### config.mk
export PLATFORM = sky130hd
export DESIGN_NAME = hamming_secded_link
export DESIGN_NICKNAME = d
export VERILOG_FILES = /design/src/rtl/hamming_secded_link.sv
export SDC_FILE = /design/constraint.sdc
export NUM_CORES = 1
export LEC_CHECK = 0
export ABC_CLOCK_PERIOD_IN_PS = 2400
export BUFFER_PORTS_ARGS = -buffer_cell sky130_fd_sc_hd__clkbuf_2
export CELL_PAD_IN_SITES_DETAIL_PLACEMENT = 1
export CELL_PAD_IN_SITES_GLOBAL_PLACEMENT = 2
export CORE_ASPECT_RATIO = 1.25
export CORE_MARGIN = 1.5
export CORE_UTILIZATION = 34
export DETAILED_ROUTE_END_ITERATION = 16
export PLACE_DENSITY = 0.88
export SKIP_CTS_REPAIR_TIMING = 1
export SYNTH_ARGS = -nofsm -noshare
export SYNTH_HDL_FRONTEND = slang
export SYNTH_SLANG_ARGS = --single-unit
### constraint.sdc
create_clock -name clk -period 2.4 [get_ports clk]
set_input_delay 0.36 -clock clk [delete_from_list [all_inputs] [get_ports clk]]
set_output_delay 0.36 -clock clk [all_outputs]
set_load 0.005 [all_outputs]
### src/rtl/hamming_secded_link.sv
// hamming_secded_link
// Two-stage Hamming SECDED channel with a valid/ready handshake. Stage 1
// encodes the accepted payload and applies the requested error injection.
// Stage 2 decodes, corrects single-bit errors and flags double errors.
// Saturating counters track corrected and uncorrectable words.
//
// Ports:
//   clk, rst_n                  clock, asynchronous active-low reset
//   in_valid/in_ready/in_data   input handshake and payload
//   inj_mode, inj_pos0/1        error injection control, sampled with the word
//   out_valid/out_ready         output handshake
//   out_data                    decoded (and, where possible, corrected) payload
//   out_corrected               single-bit error was corrected
//   out_uncorrectable           double error detected
//   corr_cnt, uncorr_cnt        saturating error counters
//   cnt_clr                     synchronous counter clear, wins over increments
module hamming_secded_link #(
  parameter int DATA_W = 12,
  parameter int CNT_W  = 16
) (
  input  logic              clk,
  input  logic              rst_n,
  input  logic              in_valid,
  output logic              in_ready,
  input  logic [DATA_W-1:0] in_data,
  input  logic [1:0]        inj_mode,
  input  logic [7:0]        inj_pos0,
  input  logic [7:0]        inj_pos1,
  output logic              out_valid,
  input  logic              out_ready,
  output logic [DATA_W-1:0] out_data,
  output logic              out_corrected,
  output logic              out_uncorrectable,
  output logic [CNT_W-1:0]  corr_cnt,
  output logic [CNT_W-1:0]  uncorr_cnt,
  input  logic              cnt_clr
);

  // Smallest P with 2^P >= DATA_W + P + 1; the test is monotonic in i.
  function automatic int calc_p(input int dw);
    int p;
    p = 1;
    for (int i = 1; i < 8; i++) begin
      if ((1 << i) < dw + i + 1) p = i + 1;
    end
    return p;
  endfunction

  localparam int P    = calc_p(DATA_W);
  localparam int CW_W = DATA_W + P + 1;

  function automatic logic is_pow2(input int j);
    return (j & (j - 1)) == 0;
  endfunction

  function automatic logic [CW_W-1:0] encode(input logic [DATA_W-1:0] d);
    logic [CW_W-1:0]   cw;
    logic [DATA_W-1:0] d_sh;
    logic              par;
    cw   = '0;
    d_sh = d;
    for (int j = 1; j < CW_W; j++) begin
      if (!is_pow2(j)) begin
        cw[j] = d_sh[0];
        d_sh  = d_sh >> 1;
      end
    end
    // Parity positions are still zero here and no other parity position
    // shares bit k with 2^k, so each group XOR sees only data bits.
    for (int k = 0; k < P; k++) begin
      par = 1'b0;
      for (int j = 1; j < CW_W; j++) begin
        if (((j >> k) & 1) == 1) par = par ^ cw[j];
      end
      cw[1 << k] = par;
    end
    cw[0] = ^cw[CW_W-1:1];
    return cw;
  endfunction

  logic              s1_valid;
  logic [CW_W-1:0]   s1_cw;
  logic              s1_adv;
  logic              s2_adv;
  logic [CW_W-1:0]   inj_mask;
  logic [CW_W-1:0]   enc_cw;
  logic [P-1:0]      syn;
  logic              q_par;
  logic [CW_W-1:0]   fixed_cw;
  logic [DATA_W-1:0] dec_data;
  logic              dec_corr;
  logic              dec_unc;

  assign s2_adv   = !out_valid || out_ready;
  assign s1_adv   = !s1_valid || s2_adv;
  assign in_ready = s1_adv;

  // Mask bits are OR-ed, so equal positions in double mode flip only once;
  // out-of-range positions never match any index.
  always_comb begin
    inj_mask = '0;
    for (int j = 0; j < CW_W; j++) begin
      if ((inj_mode == 2'b01 || inj_mode == 2'b10) && int'(inj_pos0) == j)
        inj_mask[j] = 1'b1;
      if (inj_mode == 2'b10 && int'(inj_pos1) == j)
        inj_mask[j] = 1'b1;
    end
  end

  assign enc_cw = encode(in_data) ^ inj_mask;

  always_comb begin
    syn      = '0;
    q_par    = ^s1_cw;
    fixed_cw = s1_cw;
    dec_data = '0;
    for (int j = 1; j < CW_W; j++) begin
      if (s1_cw[j]) syn = syn ^ P'(j);
    end
    dec_unc  = (q_par && int'(syn) >= CW_W) || (!q_par && syn != '0);
    dec_corr = q_par && int'(syn) < CW_W;
    // Syndrome 0 with odd parity means bit 0 itself flipped: nothing to fix.
    for (int j = 1; j < CW_W; j++) begin
      if (dec_corr && int'(syn) == j) fixed_cw[j] = ~fixed_cw[j];
    end
    // Shift data bits in from the top so the first data position ends at bit 0.
    for (int j = 1; j < CW_W; j++) begin
      if (!is_pow2(j)) dec_data = {fixed_cw[j], dec_data[DATA_W-1:1]};
    end
  end

  always_ff @(posedge clk or negedge rst_n) begin
    if (!rst_n) begin
      s1_valid <= 1'b0;
      s1_cw    <= '0;
    end else if (s1_adv) begin
      s1_valid <= in_valid;
      if (in_valid) s1_cw <= enc_cw;
    end
  end

  always_ff @(posedge clk or negedge rst_n) begin
    if (!rst_n) begin
      out_valid         <= 1'b0;
      out_data          <= '0;
      out_corrected     <= 1'b0;
      out_uncorrectable <= 1'b0;
    end else if (s2_adv) begin
      out_valid <= s1_valid;
      if (s1_valid) begin
        out_data          <= dec_data;
        out_corrected     <= dec_corr;
        out_uncorrectable <= dec_unc;
      end
    end
  end

  always_ff @(posedge clk or negedge rst_n) begin
    if (!rst_n) begin
      corr_cnt   <= '0;
      uncorr_cnt <= '0;
    end else if (cnt_clr) begin
      corr_cnt   <= '0;
      uncorr_cnt <= '0;
    end else if (out_valid && out_ready) begin
      if (out_corrected && corr_cnt != '1)
        corr_cnt <= corr_cnt + CNT_W'(1);
      if (out_uncorrectable && uncorr_cnt != '1)
        uncorr_cnt <= uncorr_cnt + CNT_W'(1);
    end
  end

endmodule

### Word level (Yosys, flattened, before mapping)

Index checks and enable logic that the tools add are counted.

| operators by class | value |
|---|---|
| $add $sub $neg | 2 |
| order comparisons | 2 |
| equal/unequal tests | 50 |
| muxes and demuxes | 71 |
| bitwise gates (word level) | 54 |
| reductions and logical operators | 73 |

Operators by type and width:

| cell | count |
|---|---|
| $eq A8 B5 Y1 const B | 16 |
| $mux W16 | 6 |
| $eq A8 B4 Y1 const B | 8 |
| $logic_and A1 B1 Y1 | 54 |
| $mux W1 | 49 |
| $eq A5 B5 Y1 const B | 8 |
| $add A16 B1 Y16 const B | 2 |
| $eq A8 B3 Y1 const B | 4 |
| $eq A8 B6 Y1 const B | 4 |
| $mux W4 | 8 |
| $ne A16 B16 Y1 const B | 2 |
| $xor A1 B1 Y1 | 25 |
| $reduce_xor A18 Y1 | 1 |
| $xor A18 B18 Y18 | 1 |
| $reduce_xor A17 Y1 | 1 |
| $eq A8 B2 Y1 const B | 2 |
| $logic_not A8 Y1 | 2 |
| $eq A5 B4 Y1 const B | 3 |
| $not A2 Y2 | 7 |
| $mux W3 | 4 |
| $not A1 Y1 | 12 |
| $not A3 Y3 | 4 |
| $mux W5 | 2 |
| $reduce_and A2 Y1 | 4 |
| other kinds (12) | 23 |

| word-level totals | value |
|---|---|
| flip-flop bits (word level) | 66 |
| bits of input ports | 35 |
| output and inout bits | 48 |
| word-level logic and storage cells | 260 |

### Longest topological paths before layout

Gate-level depths: netlist of the first run.

| logic depth | value |
|---|---|
| word-level depth | 33 |
| gate-level depth with buffers | 8 |
| gate-level depth less buffers | 8 |

### Worst setup path before layout of the first run

Ideal clock, no wire load.

| timing path | value |
|---|---|
| path kind | register to register |
| from | reg s1_cw[5] |
| to | reg out_data[10] |
| setup time | 0.131 ns |
| arrival time | 1.836 ns |
| data required time | 2.269 ns |
| setup slack | 0.433 ns |
| cell stages (with the launch flop) | 7 |
| path buffers | 0 |
| period minus slack after synthesis | 1.967 ns |
| path through | dfrtp_1 > xor3_1 > xor2_1 > nand3_1 > a221oi_1 > xnor2_1 > o21ai_1 |

| between the ends | value |
|---|---|
| longest elaborated chain between the ends | 23 |
| elaborated cells on any way between the ends | 28 |
| classes of those cells | order compare: 1; eq/ne: 1; mux: 14; bitwise: 9; reduce/logical: 3 |

Ends and longest elaborated chain:

| item | line | RTL |
|---|---|---|
| start, declared | 82 | `logic [CW_W-1:0] s1_cw;` |
| start signal, assigned | 138 | `if (in_valid) s1_cw <= enc_cw;` |
| $mux W3 | 118 | `if (s1_cw[j]) syn = syn ^ P'(j);` |
| $mux W3 / $not A2 Y2 (equally long branches) | -- |  |
| $not A3 Y3 (no source line) / $mux W3 (equally long branches) | -- |  |
| $mux W3 / $not A3 Y3 (equally long branches) | -- |  |
| $mux W4 / $mux W3 (equally long branches) | 118 |  |
| $not A2 Y2 (no source line) / $mux W4 (equally long branches) | -- |  |
| $mux W4 (2 in series) | 118 |  |
| $not A3 Y3 (no source line) / $mux W4 (equally long branches) | -- |  |
| [6 not listed] | -- |  |
| $mux W4 / $not A4 Y4 (equally long branches) | -- |  |
| $mux W5 / $mux W4 (equally long branches) | 118 |  |
| $not A2 Y2 (no source line) / $mux W5 (equally long branches) | -- |  |
| $mux W5 | 118 |  |
| $lt A5 B5 Y1 | 121 | `dec_corr = q_par && int'(syn) < CW_W;` |
| $logic_and A1 B1 Y1 | 121 |  |
| $logic_and A1 B1 Y1 * | 124 | `if (dec_corr && int'(syn) == j) fixed_cw[j] = ~fixed_cw[j];` |
| $mux W1 * | 124 |  |
| end signal, assigned | 151 | `out_data <= dec_data;` |
| end, declared | 31 | `output logic [DATA_W-1:0] out_data,` |

Mark *: on every way between the ends. The rest lies on a longest branch, timed or not.
A chain may end at the register's enable or synchronous reset.

### Final worst setup path of the first run

| timing path | value |
|---|---|
| from | reg s1_cw[14] |
| to | reg out_data[6] |

| between the ends | value |
|---|---|
| longest elaborated chain between the ends | 9 |
| elaborated cells on any way between the ends | 11 |
| classes of those cells | order compare: 1; eq/ne: 1; mux: 5; bitwise: 1; reduce/logical: 3 |

Ends and longest elaborated chain:

| item | line |
|---|---|
| $mux W4 | 118 |
| $not A4 Y4 (no source line) | -- |
| $mux W4 | 118 |
| $mux W5 (2 in series) | 118 |
| $lt A5 B5 Y1 | 121 |
| $logic_and A1 B1 Y1 | 121 |
| $logic_and A1 B1 Y1 * | 124 |
| $mux W1 * | 124 |

Marks and branches as above.

==> results_dict.tcl, run 1 <==
set metrics [dict create \
    detail_route.iter0.violations 86 \
    cpPeakStageDelay_ns 0.47 \
    synth_area_per_cell_sq_um 9.15 \
    critPathLaunch "s1_cw[14]$_DFFE_PN0P_" \
    fin_util_pct 43.4 \
    crit_arrival_ns 2.51 \
    finalHoldViolCount 0 \
    synth-seq-cells 66 \
    power_mw 4.40 \
    netlist_area_sq_mm 0.00414 \
    timing.final.crit_share_pct 95.6 \
    wl_per_cell_um 15.9 \
    setup_violations 0 \
    finalClockSkew_ns 0.00958 \
    yosysSeqAreaShare_pct 39.9 \
    synthFlopType "dfrtp_1" \
    worstReg2RegStart "s1_cw[14]$_DFFE_PN0P_" \
    vias 3666 \
    boundaryPins 83 \
    grt-ovfl-total 0 \
    cp_num_buf_inv 0 \
    cp_max_fo 4 \
    yosys.cell_types.count 40 \
    syn_inst 453 \
    viasPerCell 5.19 \
    clock_path_buffers 2 \
    layout-area-overhead-vs-synth_pct 22.9 \
    ys.warnings.count 0 \
    critPathTopFamily "XOR/XNOR gates" \
    drc 0 \
    gp_routability_congestion 0.958 \
    dpl.hpwl_um 8780 \
    hp-class "input pin to async pin" \
    fin_crit_ns 2.30 \
    reg2reg_setup_slack_ns 0.10 \
    root_buffer "clkbuf_16" \
    synth_edf_count 0 \
    n_antenna_cell 0 \
    final_common_cell "clkbuf_2" \
    gr-usage-all-layers_pct 18.6 \
    cts_made_buffers 9 \
    grt_pass1_wl_um 18700 \
    reg2regPathDepth 6 \
    status "finished clean" \
    ant_nets 0 \
    nets 581 \
    h-tree-depth 3 \
    die_h_um 126 \
    power_density_mw_per_mm2 864 \
    crit_path_end_kind "flip-flop" \
    drv_cap 0 \
    cts.sinks 66 \
    slew_headroom_pct 54.8 \
    clk_pin_slew_ns 0.05 \
    async_reset_ff_share_pct 100 \
    start_kind "flip-flop" \
    slew_violations 0 \
    layout-drive-gt1-share_pct 21.6 \
    peakVddDrop_mv 0.296 \
    slowest_stage "dfrtp_1" \
    required_ns 2.61 \
    crit_chain "xor2_1, xor2_1, nand3_1, a221oi_1, xnor2_1, o21ai_1" \
    cp_num_cells 6 \
    cp-endpoint "out_data[6]$_DFFE_PN0P_" \
    dieArea_sq_mm 0.0129 \
    layout_common_cells "clkbuf_2 (82), xnor2_1 (67), dfrtp_1 (66), nand2_1 (52), nor2_1 (46)" \
    r2r-end "out_data[6]$_DFFE_PN0P_" \
    grt_start_max_net_pins 47 \
    cp_common_cell "xor2_1" \
    fp-row-count 44 \
    die_w_um 102 \
    crit_type "flip-flop to flip-flop" \
    cellLeakagePower_nw 2.11 \
    routed_wl_um 11200 \
    core-area_sq_mm 0.0117 \
    tritoncts "done" \
    fin_area_sq_mm 0.00509 \
    fmax_mhz 436 \
    clkLatencyLatePin_ns 0.34 \
    antenna_found_initial 0 \
    grt_pass1_vias 3814 \
    syn-num-nets 491 \
    portBuffers 82 \
    drt_pass1_iterations 4 \
    initial_core_util_pct 35.3 \
    dpl_cell_area_sq_mm 0.00479 \
    tightest_slew_ns 0.678 \
]
==> worst reg2reg max path: cells and delay by family (launching register included) <==
family	cells	cell delay, ns
flops	1	0.47
compound gates	2	0.52
xor+xnor	3	0.91
simple gates	1	0.26
==> where the power goes <==
part           leakage (nW)  internal [mW]  switching (mW)  total (mW)
clock                 0.131          0.789           0.460        1.25
combinational          1.12          0.709            1.03        1.74
sequential            0.863           1.26           0.144        1.41
==> kinds of logic after synthesis <==
| group | share of synthesized area [%] |
|---|---|
| and+or+nand+nor | 20.7 |
| buffers and inverters | 1.27 |
| DFF | 39.9 |
| xor gates and xnor gates | 24.3 |
| AOI/OAI and AO/OA | 12.2 |
| muxes | 0.755 |
| adders and majority gates | 0.906 |
==> metrics by stage <==
stage | hold WS [ns] | setup TNS [ns] | instances | setup slack, ns
finish | 0.0179 | 0 | 707 | 0.105
global route | 0.0686 | -0.135 | 707 | -0.0594
CTS | 0.0390 | 0 | 707 | 0.0457
detailed placement | 0.402 | 0 | 693 | 0.0781
global placement | 0.387 | 0 | 693 | 0.137
floorplan | 0.0644 | 0 | 453 | 0.433
==> how the worst min path moves through the flow <==
| stage | slack (ns) | end |
|---|---|---|
| after floorplan | 0.06 | corr_cnt[0]$_DFFE_PN0P_ |
| after global placement | 0.39 | corr_cnt[3]$_DFFE_PN0P_ |
| after detailed placement | 0.40 | corr_cnt[3]$_DFFE_PN0P_ |
| after CTS | 0.04 | corr_cnt[3]$_DFFE_PN0P_ |
| after global routing | 0.07 | corr_cnt[3]$_DFFE_PN0P_ |
| final | 0.02 | corr_cnt[3]$_DFFE_PN0P_ |
==> layer usage <==
layer  global-route usage, %  up-vias  share of wire [%]
li1                        -     1776                  -
met1                    21.7     1770                 41
met2                    32.3       92                 53
met3                    2.87       28                3.2
met4                    9.64        0                3.0
met5                       0        -                  0
==> layout make-up <==
type,instances,area (sq um)
clock buffers,11,233
flip-flops and latches,66,1650
multi-input cells,373,2470
inverters,3,11.3
clock inverters,3,42.5
fillers,1405,6640
repair buffers,90,483
well taps,161,201
==> flip-flops by register name (all words and copies together) (netlist names) <==
register	flops
corr_cnt	16
out_valid	1
out_uncorrectable	1
s1_valid	1
uncorr_cnt	16
out_corrected	1
s1_cw	18
out_data	12
==> synthesized netlist by cell type, types with 5 or more instances <==
cell type  instances  share of area, %
a221oi_1           9               1.9
xor2_2             5               2.0
nand2b_1           6              0.91
and3_1             7               1.1
a21oi_1            8              0.97
o21ai_1           10               1.2
clkbuf_1          11               1.0
xor2_1            34               7.2
xnor2_1           69                15
o32ai_1            6               1.3
a31oi_1            7               1.1
nand4_1           14               2.1
nor4_1             5              0.76
nor3_1             5              0.60
o21ai_0           26               3.1
nor2_1            46               4.2
nand3_1           24               2.9
nand2_1           52               4.7
dfrtp_1           66                40
o22ai_1            9               1.4
Note: power is estimated with default switching activity, not from simulation.
==> run 2: changes to the inputs <==
--- a/config.mk
+++ b/config.mk
@@ -10,7 +10,7 @@
 export CELL_PAD_IN_SITES_DETAIL_PLACEMENT = 1
 export CELL_PAD_IN_SITES_GLOBAL_PLACEMENT = 2
 export CORE_ASPECT_RATIO = 1.25
-export CORE_MARGIN = 1.5
+export CORE_MARGIN = 4
 export CORE_UTILIZATION = 34
 export DETAILED_ROUTE_END_ITERATION = 16
 export PLACE_DENSITY = 0.88
==> results_dict.tcl, run 2 (synthesized netlist as in run 1, its figures left out) <==
set metrics [dict create \
    reg2regPathDepth 6 \
    top_register "s1_cw" \
    worstReg2RegStart "s1_cw[14]$_DFFE_PN0P_" \
    boundaryPins 83 \
    cellLeakagePower_nw 2.15 \
    clk_pin_slew_ns 0.06 \
    tightest_slew_ns 0.958 \
    setup_violations 0 \
    status "finished clean" \
    wl_per_cell_um 16.1 \
    gp_routability_congestion 0.977 \
    largestRegisters "s1_cw: 18 flops, corr_cnt: 16 flops, uncorr_cnt: 16 flops" \
    start_kind "flip-flop" \
    required_ns 2.61 \
    finalHoldViolCount 0 \
    fin_crit_ns 2.33 \
    peakVddDrop_mv 0.404 \
    tritoncts "done" \
    hp-class "input pin to async pin" \
    rsz0062_at_grt "yes" \
    final_common_cell "clkbuf_2" \
    cp-endpoint "out_data[5]$_DFFE_PN0P_" \
    fill_cells 1414 \
    power_density_mw_per_mm2 905 \
    crit_arrival_ns 2.54 \
    nets 582 \
    antenna_found_initial 0 \
    whs_ns 0.0223 \
    grt_pass1_vias 3982 \
    r2r-end "out_data[5]$_DFFE_PN0P_" \
    grt-ovfl-total 0 \
    root_buffer "clkbuf_16" \
    grt_start_max_net_pins 37 \
    largest_reg_flops 18 \
    fp-row-count 44 \
    routed_wl_um 11400 \
    fin_area_sq_mm 0.00520 \
    viasPerCell 5.18 \
    layout-area-overhead-vs-synth_pct 25.4 \
    core-area_sq_mm 0.0118 \
    ant_nets 0 \
    layout-drive-gt1-share_pct 23.9 \
    drt_pass1_iterations 4 \
    dieArea_sq_mm 0.0140 \
    initial_core_util_pct 35.2 \
    crit_path_end_kind "flip-flop" \
    n_antenna_cell 0 \
    layout_common_cells "clkbuf_2 (82), xnor2_1 (66), dfrtp_1 (66), nand2_1 (52), nor2_1 (46)" \
    grt_pass1_wl_um 19300 \
    reg2reg_setup_slack_ns 0.07 \
    gr-usage-all-layers_pct 16.6 \
    h-tree-depth 3 \
    clkLatencyLatePin_ns 0.33 \
    clock_path_buffers 2 \
    dpl.hpwl_um 8880 \
    slew_violations 0 \
    portBuffers 82 \
    fin_util_pct 44.1 \
    vias 3675 \
    register_area_sq_mm 0.00165 \
    die_h_um 131 \
    finalClockSkew_ns 0.00652 \
    cts_made_buffers 9 \
    cp_max_fo 4 \
    fmax_mhz 429 \
    crit_type "flip-flop to flip-flop" \
    dpl_cell_area_sq_mm 0.00478 \
    detail_route.iter0.violations 149 \
    fin_setup_tns_ns 0 \
    drc 0 \
    timing.final.crit_share_pct 97.1 \
    cts.sinks 66 \
    drv_cap 0 \
    slew_headroom_pct 35.5 \
    die_w_um 107 \
    critPathLaunch "s1_cw[14]$_DFFE_PN0P_" \
    multi_input_area_sq_mm 0.00252 \
]
## run 2: layout make-up
class / count / area share (%)
Multi-Input combinational cell: 373 / 48.6
Tap cell: 161 / 3.88
Clock buffer: 10 / 4.60
Sequential cell: 66 / 31.8
Clock inverter: 6 / 1.73
Inverter: 3 / 0.217
Timing Repair Buffer: 91 / 9.20
## run 2: worst min path at each step
stage	cells past startpoint	endpoint	start	slack (ns)
after detailed placement	1	corr_cnt[14]$_DFFE_PN0P_	rst_n	0.39
after global routing	1	corr_cnt[13]$_DFFE_PN0P_	rst_n	0.07
after floorplan	0	corr_cnt[0]$_DFFE_PN0P_	rst_n	0.06
after global placement	1	corr_cnt[14]$_DFFE_PN0P_	rst_n	0.38
after CTS	1	corr_cnt[15]$_DFFE_PN0P_	rst_n	0.03
final	1	corr_cnt[12]$_DFFE_PN0P_	rst_n	0.02
## run 2: layer usage
| layer | GRT usage [%] | share of wire, % | vias up |
|---|---|---|---|
| li1 | - | - | 1778 |
| met1 | 19.8 | 43 | 1773 |
| met2 | 28.6 | 50 | 92 |
| met3 | 3.58 | 4.0 | 32 |
| met4 | 6.97 | 3.0 | 0 |
| met5 | 0 | 0 | - |
## run 2: metrics by stage
step	power, mW	instances	worst slack [ns]
after floorplan	2.64	453	0.433
after global placement	3.07	694	0.0665
after detailed placement	3.13	694	-0.00133
after CTS	4.58	710	-0.0367
after global routing	4.98	710	-0.0725
final	4.70	710	0.0689
## run 2: critical path, stage by stage (launching register included)
cell      delay, ns
dfrtp_1        0.49
xor2_1         0.29
xor2_1         0.48
nand3_1        0.23
a221oi_1       0.48
xnor2_1        0.17
o21ai_1        0.07
## run 2: report_power, final
group	switching [mW]	internal, mW
combinational	1.12	0.747
sequential	0.149	1.26
clock	0.485	0.938
total	1.75	2.95
==> run 3: changes to the inputs <==
--- a/config.mk
+++ b/config.mk
@@ -9,8 +9,6 @@
 export BUFFER_PORTS_ARGS = -buffer_cell sky130_fd_sc_hd__clkbuf_2
 export CELL_PAD_IN_SITES_DETAIL_PLACEMENT = 1
 export CELL_PAD_IN_SITES_GLOBAL_PLACEMENT = 2
-export CORE_ASPECT_RATIO = 1.25
-export CORE_MARGIN = 4
 export CORE_UTILIZATION = 34
 export DETAILED_ROUTE_END_ITERATION = 16
 export PLACE_DENSITY = 0.88
==> results_dict.tcl, run 3 (synthesized netlist as in run 1, its figures left out) <==
set metrics [dict create \
    boundaryPins 83 \
    drc 0 \
    crit_arrival_ns 2.49 \
    met1_usage_pct 25.7 \
    timing.final.crit_share_pct 95.0 \
    crit_chain "xor3_1, xnor2_2, nand3_1, a221oi_1, xnor2_1, o21ai_1" \
    n_antenna_cell 0 \
    power_mw 4.71 \
    fin_cells 690 \
    cellLeakagePower_nw 2.14 \
    vias 3649 \
    p_clk_share_pct 32.6 \
    required_ns 2.61 \
    tritoncts "done" \
    reg2reg_setup_slack_ns 0.12 \
    layout-area-overhead-vs-synth_pct 24.0 \
    clk_pin_slew_ns 0.06 \
    initial_core_util_pct 35.5 \
    setup_violations 0 \
    cp_max_fo 4 \
    rsz0062_at_grt "yes" \
    core-area_sq_mm 0.0117 \
    root_buffer "clkbuf_16" \
    layout_common_cells "clkbuf_2 (82), xnor2_1 (67), dfrtp_1 (66), nand2_1 (52), nor2_1 (46)" \
    status "finished clean" \
    top_register "s1_cw" \
    worstReg2RegStart "s1_cw[5]$_DFFE_PN0P_" \
    pwr-share-comb_pct 37.5 \
    hp-class "input pin to async pin" \
    dieArea_sq_mm 0.0126 \
    crit_type "flip-flop to flip-flop" \
    cts.sinks 66 \
    fill_cells 1361 \
    largest_reg_flops 18 \
    ant_nets 0 \
    dpl.hpwl_um 8780 \
    reg2regPathDepth 6 \
    layout-drive-gt1-share_pct 22.1 \
    crit_path_end_kind "flip-flop" \
    use_met3_pct 2.00 \
    gr-usage-all-layers_pct 19.4 \
    fmax_mhz 438 \
    final_common_cell "clkbuf_2" \
    finalClockSkew_ns 0.00882 \
    die_w_um 112 \
    start_kind "flip-flop" \
    die_h_um 112 \
    wl_per_cell_um 16.7 \
    cts_made_buffers 9 \
    tightest_slew_ns 0.700 \
    routed_wl_um 11600 \
    largestRegisters "s1_cw: 18 flops, corr_cnt: 16 flops, uncorr_cnt: 16 flops" \
    portBuffers 82 \
    grt_use_met2_pct 31.8 \
    power_density_mw_per_mm2 917 \
    peakVddDrop_mv 0.497 \
    p_seq_share_pct 29.9 \
    p_switching_mw 1.71 \
    nets 580 \
    place_inst 674 \
    antenna_found_initial 0 \
    internal_power_mw 3.00 \
    cpPeakStageDelay_ns 0.50 \
    grt_busiest_layer "met2" \
    drv_cap 0 \
    slew_violations 0 \
    r2r-end "out_data[10]$_DFFE_PN0P_" \
    grt_pass1_wl_um 19300 \
    viasPerCell 5.29 \
    gp_routability_congestion 0.901 \
    detail_route.iter0.violations 153 \
    p_sw_share_pct 36.4 \
    fin_crit_ns 2.28 \
    clkLatencyLatePin_ns 0.34 \
    drt_pass1_iterations 4 \
    slowest_stage "xor3_1" \
    clock_path_buffers 2 \
    slew_headroom_pct 53.3 \
    finalHoldViolCount 0 \
    grt_pass1_vias 3843 \
    grt_start_max_net_pins 67 \
    h-tree-depth 3 \
    grt-ovfl-total 0 \
    fp-row-count 39 \
]
[run 3: routing by layer]
layer | share of wire [%] | up-vias | wire [um]
met5 | 0 | - | 0
met4 | 2.6 | 0 | 295
met3 | 2.9 | 21 | 332
met2 | 48 | 89 | 5530
met1 | 47 | 1764 | 5400
li1 | - | 1775 | -
[run 3: how the worst max path moves through the flow]
stage,from,end,slack [ns],cells past startpoint
after floorplan,s1_cw[5]$_DFFE_PN0P_,out_data[10]$_DFFE_PN0P_,0.43,6
after global placement,s1_cw[1]$_DFFE_PN0P_,out_data[6]$_DFFE_PN0P_,-0.02,6
after detailed placement,s1_cw[5]$_DFFE_PN0P_,out_data[6]$_DFFE_PN0P_,-0.005,6
after CTS,s1_cw[5]$_DFFE_PN0P_,out_data[6]$_DFFE_PN0P_,-0.03,6
after global routing,s1_cw[2]$_DFFE_PN0P_,out_data[5]$_DFFE_PN0P_,-0.005,6
final,s1_cw[5]$_DFFE_PN0P_,out_data[10]$_DFFE_PN0P_,0.12,6
[run 3: layout make-up]
class	count	area, sq um	share of cell area [%]
multi-input cells	373	2470	48.1
well taps	143	179	3.48
inverters	3	11.3	0.219
flip-flops and latches	66	1650	32.2
repair buffers	89	475	9.26
clock buffers	9	225	4.39
clock inverters	7	124	2.41
[run 3: power by group through the flow]
stage	clock (mW)	sequential [mW]	combinational, mW
floorplan	0	1.40	1.24
global placement	0	1.43	1.67
detailed placement	0	1.43	1.72
CTS	1.57	1.41	1.73
global route	1.61	1.43	1.95
finish	1.53	1.41	1.77
[run 3: through the flow]
stage	util [%]	hold WS [ns]	setup WS, ns	area (sq um)	TNS, ns
2_1_floorplan	-	0.0644	0.433	4140	0
3_3_place_gp	40.8	0.413	-0.0209	4760	-0.0209
3_5_place_dp	40.8	0.417	-0.00487	4760	-0.00487
4_1_cts	43.8	0.0510	-0.0341	5100	-0.0341
5_1_grt	44.0	0.0724	-0.00465	5130	-0.00465
6_report	44.0	0.0453	0.119	5130	0
[run 3: critical path, delay by kind of cell (launching register included)]
kind	cells	cell delay, ns
XOR/XNOR	3	0.98
flip-flops	1	0.47
AO/OA/AOI/OAI	2	0.46
AND/OR/NAND/NOR	1	0.24
